**config.mk**
```make
export PLATFORM = sky130hd
export DESIGN_NAME = muldiv_seq
export DESIGN_NICKNAME = d
export VERILOG_FILES = /design/src/rtl/muldiv_seq.sv
export SDC_FILE = /design/constraint.sdc
export NUM_CORES = 1
export LEC_CHECK = 0
export BUFFER_PORTS_ARGS = -buffer_cell sky130_fd_sc_hd__buf_2
export CORE_MARGIN = 5
export CORE_UTILIZATION = 27
export DETAILED_ROUTE_END_ITERATION = 6
export PLACE_DENSITY = 0.54
export SLEW_MARGIN = 20
export SYNTH_ARGS = -nofsm -noshare
export SYNTH_HDL_FRONTEND = slang
export SYNTH_SLANG_ARGS = --single-unit
```
**constraint.sdc**
```tcl
create_clock -name clk -period 4.5 [get_ports clk]
set_input_delay 0.225 -clock clk [delete_from_list [all_inputs] [get_ports clk]]
set_output_delay 0.225 -clock clk [all_outputs]
set_load 0.005 [all_outputs]
```
**src/rtl/muldiv_seq.sv**
```systemverilog
// Iterative RV32M multiply/divide unit: shift-add multiply, restoring divide, one bit per cycle.
// Define MULDIV_FAST_MUL_EN to complete multiplies in a single cycle through a combinational product.
module muldiv_seq #(
    parameter int DATA_WIDTH = 32,
    parameter int CNT_WIDTH  = 5
) (
    input  logic                  clk,
    input  logic                  rst_n,
    input  logic                  start_i,
    input  logic [2:0]            op_i,
    input  logic [DATA_WIDTH-1:0] rs1_i,
    input  logic [DATA_WIDTH-1:0] rs2_i,
    input  logic                  flush_i,
    output logic                  busy_o,
    output logic                  done_o,
    output logic [DATA_WIDTH-1:0] result_o
);
    localparam int W = DATA_WIDTH;
    localparam logic [W-1:0] MIN_NEG = {1'b1, {(W-1){1'b0}}};

    typedef enum logic [1:0] {IDLE, CALC, DONE} state_t;

    state_t               state;
    logic [2:0]           op_q;
    logic [W-1:0]         a_mag;
    logic [W-1:0]         b_mag;
    logic                 neg_a;
    logic                 neg_b;
    logic [CNT_WIDTH-1:0] cnt;
    logic [W-1:0]         acc_hi;
    logic [W-1:0]         acc_lo;

    logic         signed_a_in, signed_b_in, in_neg_a, in_neg_b;
    logic [W-1:0] in_mag_a, in_mag_b;
    logic         div_zero, div_ovf, fast_mul;
    logic [W-1:0] special_result, fast_result;

    assign signed_a_in = (op_i == 3'd1) || (op_i == 3'd2) || (op_i == 3'd4) || (op_i == 3'd6);
    assign signed_b_in = (op_i == 3'd1) || (op_i == 3'd4) || (op_i == 3'd6);
    assign in_neg_a    = signed_a_in && rs1_i[W-1];
    assign in_neg_b    = signed_b_in && rs2_i[W-1];
    assign in_mag_a    = in_neg_a ? -rs1_i : rs1_i;
    assign in_mag_b    = in_neg_b ? -rs2_i : rs2_i;

    // Divide-by-zero and signed overflow have fixed RISC-V answers, so they bypass iteration.
    assign div_zero = op_i[2] && (rs2_i == '0);
    assign div_ovf  = op_i[2] && !op_i[0] && (rs1_i == MIN_NEG) && (rs2_i == '1);
    assign special_result = div_zero ? (op_i[1] ? rs1_i : '1) : (op_i[1] ? '0 : rs1_i);

`ifdef MULDIV_FAST_MUL_EN
    logic [2*W-1:0] fast_a, fast_b, fast_prod;
    assign fast_a      = {{W{in_neg_a}}, rs1_i};
    assign fast_b      = {{W{in_neg_b}}, rs2_i};
    assign fast_prod   = fast_a * fast_b;
    assign fast_mul    = !op_i[2];
    assign fast_result = (op_i == 3'd0) ? fast_prod[W-1:0] : fast_prod[2*W-1:W];
`else
    assign fast_mul    = 1'b0;
    assign fast_result = '0;
`endif

    // One iteration of each algorithm; acc_hi/acc_lo hold {product} or {remainder, quotient}.
    logic [W:0]     mul_sum, div_shift, div_diff;
    logic           div_ok;
    logic [W-1:0]   mul_hi_nxt, mul_lo_nxt, div_rem_nxt, div_quo_nxt;
    logic [2*W-1:0] prod, prod_adj;
    logic [W-1:0]   quo_adj, rem_adj, calc_result;

    assign mul_sum     = {1'b0, acc_hi} + (acc_lo[0] ? {1'b0, a_mag} : '0);
    assign mul_hi_nxt  = mul_sum[W:1];
    assign mul_lo_nxt  = {mul_sum[0], acc_lo[W-1:1]};
    assign div_shift   = {acc_hi, acc_lo[W-1]};
    assign div_diff    = div_shift - {1'b0, b_mag};
    assign div_ok      = !div_diff[W];
    assign div_rem_nxt = div_ok ? div_diff[W-1:0] : div_shift[W-1:0];
    assign div_quo_nxt = {acc_lo[W-2:0], div_ok};

    assign prod     = {mul_hi_nxt, mul_lo_nxt};
    assign prod_adj = (neg_a ^ neg_b) ? -prod : prod;
    assign quo_adj  = (neg_a ^ neg_b) ? -div_quo_nxt : div_quo_nxt;
    assign rem_adj  = neg_a ? -div_rem_nxt : div_rem_nxt;

    always_comb begin
        calc_result = rem_adj;
        case (op_q)
            3'd0:                calc_result = prod_adj[W-1:0];
            3'd1, 3'd2, 3'd3:    calc_result = prod_adj[2*W-1:W];
            3'd4, 3'd5:          calc_result = quo_adj;
            default:             calc_result = rem_adj;
        endcase
    end

    assign busy_o = (state == CALC) || ((state == IDLE) && start_i && !flush_i);

    // Sequencer: the final result is registered on the edge entering DONE so it is valid with done_o.
    always_ff @(posedge clk or negedge rst_n) begin
        if (!rst_n) begin
            state    <= IDLE;
            op_q     <= '0;
            a_mag    <= '0;
            b_mag    <= '0;
            neg_a    <= 1'b0;
            neg_b    <= 1'b0;
            cnt      <= '0;
            acc_hi   <= '0;
            acc_lo   <= '0;
            done_o   <= 1'b0;
            result_o <= '0;
        end else if (flush_i) begin
            state  <= IDLE;
            done_o <= 1'b0;
        end else begin
            case (state)
                IDLE: begin
                    done_o <= 1'b0;
                    if (start_i) begin
                        op_q   <= op_i;
                        a_mag  <= in_mag_a;
                        b_mag  <= in_mag_b;
                        neg_a  <= in_neg_a;
                        neg_b  <= in_neg_b;
                        cnt    <= CNT_WIDTH'(DATA_WIDTH - 1);
                        acc_hi <= '0;
                        acc_lo <= op_i[2] ? in_mag_a : in_mag_b;
                        if (div_zero || div_ovf) begin
                            state    <= DONE;
                            done_o   <= 1'b1;
                            result_o <= special_result;
                        end else if (fast_mul) begin
                            state    <= DONE;
                            done_o   <= 1'b1;
                            result_o <= fast_result;
                        end else begin
                            state <= CALC;
                        end
                    end
                end
                CALC: begin
                    acc_hi <= op_q[2] ? div_rem_nxt : mul_hi_nxt;
                    acc_lo <= op_q[2] ? div_quo_nxt : mul_lo_nxt;
                    cnt    <= cnt - 1'b1;
                    if (cnt == '0) begin
                        state    <= DONE;
                        done_o   <= 1'b1;
                        result_o <= calc_result;
                    end
                end
                DONE: begin
                    done_o <= 1'b0;
                    state  <= IDLE;
                end
                default: begin
                    done_o <= 1'b0;
                    state  <= IDLE;
                end
            endcase
        end
    end
endmodule
```
## Word level (Yosys, flattened, before mapping)

Index checks and enable logic that the tools add are counted.

- Register bits: 173
- Word-level logic and storage cells: 101
- Input port bits: 71
- Output and inout bits: 34

- Reductions and logical operators: 29
- Add/sub/neg operators: 8
- Equal/unequal tests: 17
- Muxes and demuxes: 34
- Bitwise operators: 2

Operators with widths:

| kind | number |
|---|---|
| $mux 32 | 17 |
| $pmux 32 s2 | 3 |
| $neg 32->32 | 4 |
| $pmux 32 s3 | 1 |
| $eq 32x32->1 const B | 2 |
| $mux 64 | 1 |
| $neg 64->64 | 1 |
| $add 32x32->33 | 1 |
| $sub 33x32->33 | 1 |
| $logic_not 32->1 | 1 |
| $eq 3x3->1 const B | 4 |
| $pmux 5 s2 | 1 |
| $eq 3x2->1 const B | 3 |
| $logic_and 1x1->1 | 8 |
| $mux 2 | 4 |
| $logic_or 1x1->1 | 7 |
| $eq 3x1->1 const B | 2 |
| $reduce_and 3->1 | 2 |
| $logic_not 5->1 | 1 |
| $mux 5 | 1 |
| $reduce_and 5->1 | 1 |
| $sub 5x1->5 const B | 1 |
| $mux 1 | 4 |
| $ne 2x1->1 const B | 2 |
| 15 further kinds | 17 |

## Longest topological paths before layout

- Depth in word-level cells: 9
- Gate-level depth with buffers: 23
- Mapped depth without buffers: 19

## Worst setup path before layout

OpenSTA, ideal clock, no wires.

- Kind: register to register
- Start point: register acc_lo[31]
- End point: register result_o[26]
- Cell stages (with the launch flop): 24
- Required time: 4.373 ns
- Data arrival time: 4.563 ns
- Setup slack: -0.190 ns
- Setup time: 0.127 ns
- Buffers on the path: 4
- Period minus slack after synthesis: 4.690 ns
- Cells stage by stage: dfrtp_1 clkbuf_1 inv_1 ha_1 inv_1 fa_1 a211oi_2 nor2_2 o211ai_2 a211oi_1 o211ai_2 buf_2 buf_2 buf_2 nand2_1 o21ai_0 ha_1 and3b_1 nor4b_1 a31oi_1 nor4_1 mux2_2 nor2_1 o31ai_1

- Longest elaborated chain between the ends: 7
- Elaborated cells between the ends (all ways): 12
- Classes of those cells: 4 x add/sub; 7 x mux; 1 x reduce/logical

Ends and longest elaborated chain:

| what | RTL line | source |
|---|---|---|
| start: declaration | 31 | `logic [W-1:0] acc_lo;` |
| start signal: assignment | 124 | `acc_lo <= op_i[2] ? in_mag_a : in_mag_b;` |
| start signal: assignment | 140 | `acc_lo <= op_q[2] ? div_quo_nxt : mul_lo_nxt;` |
| $sub 33x32->33 | 73 | `assign div_diff = div_shift - {1'b0, b_mag};` |
| $mux 32 / $logic_not 1->1 (equally long branches) | 75, 74 |  |
| $neg 32->32 (on tied branches) | 81, 80 |  |
| $mux 32 (on tied branches) | 81, 80 |  |
| $pmux 32 s3 (*) | 85 | `case (op_q)` |
| $mux 32 (*) | 142 | `if (cnt == '0) begin` |
| $pmux 32 s2 (*) | 113 | `case (state)` |
| end signal: assignment | 128 | `result_o <= special_result;` |
| end signal: assignment | 132 | `result_o <= fast_result;` |
| end signal: assignment | 145 | `result_o <= calc_result;` |
| end: declaration | 16 | `output logic [DATA_WIDTH-1:0] result_o` |

Mark *: on every way between the ends. The rest lies on a longest branch, timed or not. The select of a mux whose other input is x is not followed.
A chain may end at the register's enable or synchronous reset.

## Worst setup path after layout

- Start point: register acc_lo[31]
- End point: register result_o[22]

The elaborated chain is that of the path after synthesis.

==> flow_metrics.env <==
export IMPL_clk_pin_slew_worst_paths_ns=0.07
export IMPL_synth_seq_area_share=0.237
export IMPL_hold_ws_ns=0.0670
export IMPL_ys_async_sr_fraction=1.00
export IMPL_tns_ns=0
export IMPL_h_tree_depth=4
export IMPL_stdcell_area_mm2=0.0214
export IMPL_drv_cap=0
export IMPL_first_iter_violations=2068
export IMPL_crit_type="reg -> reg"
export IMPL_required_ns=4.87
export IMPL_yosysWarnings=0
export IMPL_hold_end="op_q[0]$_DFFE_PN0P_"
export IMPL_slowest_delay_ns=0.40
export IMPL_firstDrtPassIters=5
export IMPL_p_int_w=0.00734
export IMPL_cp_slowest_cell="o41ai_1"
export IMPL_p_seq_frac=0.174
export IMPL_grtUsageTotal=0.220
export IMPL_cts_root_buf="clkbuf_16"
export IMPL_fin_skew_ns=0.0212
export IMPL_dieArea_mm2=0.0729
export IMPL_cts_buffers=17
export IMPL_ant_nets=0
export IMPL_initial_core_util=0.272
export IMPL_power_density_mw_per_mm2=760
export IMPL_outcome="finished, final reports clean"
export IMPL_grt_max_degree=127
export IMPL_drt_vias_per_instance=5.64
export IMPL_die_h_um=270
export IMPL_antenna_found_initial=2
export IMPL_dpl_worst_slack_ns=-0.125
export IMPL_arrival_ns=4.72
export IMPL_worstSkewPairLatency_ns=0.52
export IMPL_finalSetupViolCount=0
export IMPL_crit_path_cell_trace="inv_1 > ha_1 > inv_1 > fa_2 > a211oi_4 > nor2_2 > o211ai_2 > a2111o_1 > o211ai_4 > buf_4 > buf_4 > inv_4 > ha_2 > buf_12 > nand3_1 > o41ai_1 > xor2_1 > o221ai_1 > a221oi_1 > a311oi_1"
export IMPL_die_w_um=270
export IMPL_cp_startpoint="acc_lo[31]$_DFFE_PN0P_"
export IMPL_syn_nets=2584
export IMPL_post_route_min_period_ns=4.35
export IMPL_cp_end_kind="register"
export IMPL_crit_reg2reg_capture="result_o[22]$_DFFE_PN0P_"
export IMPL_tightest_slew_ns=1.01
export IMPL_core_mm2=0.0672
export IMPL_slew_headroom=0.328
export IMPL_drv_slew=0
export IMPL_vias=19475
export IMPL_io_pins=105
export IMPL_hold_violations=0
export IMPL_fin_cells=3451
export IMPL_p_sw_frac=0.548
export IMPL_syn_inst=2439
export IMPL_area_growth_pct=17.1
export IMPL_grt_overflow=0
export IMPL_dpl_instance_area_mm2=0.0205
export IMPL_synthDistinctLibCells=111
export IMPL_syn_area_mm2=0.0182
export IMPL_period_share=0.967
export IMPL_cts_sinks=173
export IMPL_cts_path_max_buffers=2
export IMPL_p_sw_w=0.00889
export IMPL_hp_class="in -> reg"
export IMPL_cts_tree="built"
export IMPL_grt_pass1_wl_um=122000
export IMPL_holdPathStages=3
export IMPL_final_layout_size_suffix_gt1_frac=0.152
export IMPL_finalNetCount=2709
export IMPL_fmax_mhz=230
export IMPL_ir_drop_mv=0.359
export IMPL_synthFlopType="dfrtp_1"
export IMPL_rsz0062_at_grt="true"
export IMPL_wl_per_cell_um=24.0
export IMPL_dp_cells=3411
export IMPL_rr_startpoint="acc_lo[31]$_DFFE_PN0P_"
export IMPL_rr_worst_depth=20
export IMPL_cp_max_fo=12
export IMPL_std_cell_rows=95
export IMPL_p_leak_nw=8.92
export IMPL_port_buffers=104
export IMPL_drc=0
export IMPL_synth_seq_cells=173
export IMPL_grt_pass1_vias=18433
export IMPL_reg2reg_slack_ns=0.15
export IMPL_finalWirelength_um=82900
export IMPL_synth_avg_cell_area_um2=7.48
export IMPL_p_comb_frac=0.728
export IMPL_synth_edf_count=0
export IMPL_gp_congestion=0.987
export IMPL_p_clk_frac=0.098
export IMPL_setup_ws_ns=0.150
export IMPL_startpoint_type="register"
export IMPL_dpl_hpwl_um=66300
export IMPL_hp_start="op_i[0]"
what timing repair did:
| action | CTS | global route |
|---|---|---|
| pin swaps | 2 | 11 |
| resized for setup | 4 | 32 |
| hold endpoints to repair | 82 | 0 |
| setup buffers | 2 | 2 |
| setup endpoints to repair | 5 | 25 |
| hold buffers | 3 | 0 |
state kept, by name, indices dropped and copies added (netlist names):
signal,count
a_mag,32
acc_hi,32
acc_lo,32
b_mag,32
cnt,5
done_o,1
neg_a,1
neg_b,1
op_q,3
result_o,32
state,2
layout by cell type, fill, tap and decap left out, drive strengths merged, types with 8 or more instances in the layout:
| cell type | count |
|---|---|
| a2111oi | 9 |
| a211oi | 33 |
| a21o | 23 |
| a21oi | 221 |
| a221oi | 24 |
| a22o | 14 |
| a31oi | 28 |
| and2 | 57 |
| and3 | 19 |
| buf | 268 |
| clkbuf | 24 |
| dfrtp | 173 |
| ha | 72 |
| inv | 74 |
| mux2i | 95 |
| nand2 | 288 |
| nand2b | 14 |
| nand3 | 33 |
| nand4 | 26 |
| nor2 | 200 |
| nor2b | 17 |
| nor3 | 63 |
| nor3b | 9 |
| nor4 | 32 |
| nor4b | 11 |
| o211ai | 20 |
| o21a | 14 |
| o21ai | 273 |
| o21bai | 9 |
| o221ai | 14 |
| o22ai | 10 |
| o31ai | 36 |
| o41ai | 10 |
| or2 | 8 |
| or3 | 28 |
| or4 | 13 |
| xnor2 | 118 |
| xor2 | 83 |
worst max-delay path: cells and delay by family (launching register included):
family | cells | cell delay, ns
AOI/OAI and AO/OA | 8 | 1.91
xor gates and xnor gates | 1 | 0.19
adders and majority gates | 3 | 0.78
buffers and inverters | 6 | 0.73
DFF | 1 | 0.38
and+or+nand+nor | 2 | 0.20
cell type report:
| cell class | instances | area, µm² |
|---|---|---|
| fill | 7242 | 45800 |
| multi-input combinational | 2027 | 13200 |
| sequential | 173 | 4330 |
| timing repair buffer | 272 | 1840 |
| tap | 873 | 1090 |
| clock buffer | 23 | 478 |
| inverter | 73 | 277 |
| clock inverter | 9 | 110 |
| antenna | 1 | 2.50 |
layer usage:
metal,up-vias,track usage,wire length (µm),share of wire
met2,869,0.333,35300,0.43
met5,-,0.00921,89,0.0011
met4,2,0.120,5170,0.062
met1,9283,0.295,36100,0.44
met3,171,0.0414,6150,0.074
li1,9150,-,-,-
power by group through the flow:
stage	combinational, W	sequential, W	clock [W]
floorplan	0.00754	0.00243	0
detailed placement	0.0114	0.00282	0
CTS	0.0115	0.00279	0.00164
finish	0.0118	0.00282	0.00160
global placement	0.0114	0.00281	0
global route	0.0127	0.00289	0.00168
worst max path at each step:
stage                               end  cells after the start
6_report       result_o[22]$_DFFE_PN0P_                     20
5_1_grt        result_o[26]$_DFFE_PN0P_                     19
4_1_cts        result_o[23]$_DFFE_PN0P_                     20
3_5_place_dp   result_o[26]$_DFFE_PN0P_                     19
3_3_place_gp   result_o[26]$_DFFE_PN0P_                     19
2_1_floorplan  result_o[16]$_DFFE_PN0P_                     22
per-stage QoR:
stage               total power, W   util
floorplan                  0.00996      -
global placement            0.0142  0.306
detailed placement          0.0142  0.306
CTS                         0.0159  0.316
global route                0.0173  0.318
finish                      0.0162  0.318
synth_stat cells, types with 9 or more instances:
cell type	count	area [µm²]
a211oi_1	29	218
a21o_1	22	165
a21oi_1	220	1100
a221oi_1	24	210
a22o_1	14	123
a31oi_1	25	156
and2_1	54	338
and3_1	19	119
buf_1	12	45.0
buf_2	13	65.1
clkbuf_1	137	514
dfrtp_1	173	4330
ha_1	72	901
inv_1	71	267
mux2i_1	95	951
nand2_1	288	1080
nand2b_1	14	87.6
nand3_1	32	160
nand4_1	25	156
nor2_1	199	747
nor2b_1	17	106
nor3_1	62	310
nor3b_1	9	67.6
nor4_1	27	169
nor4b_1	10	87.6
o211ai_1	18	135
o21a_1	14	105
o21ai_0	259	1300
o21ai_1	13	65.1
o21bai_1	9	67.6
o221ai_1	14	123
o22ai_1	10	62.6
o31ai_1	34	255
or3_1	25	156
or4_1	13	97.6
xnor2_1	118	1030
xor2_1	83	727
kinds of logic after synthesis:
group                      Yosys count  share of synthesized area
and+or+nand+nor                    838                      0.224
adders and majority gates           74                     0.0516
AOI/OAI and AO/OA                  814                      0.285
muxes                              100                     0.0552
xor gates and xnor gates           201                     0.0965
buffers and inverters              239                     0.0508
DFF                                173                      0.237
Power figures use the tool's default switching activity.
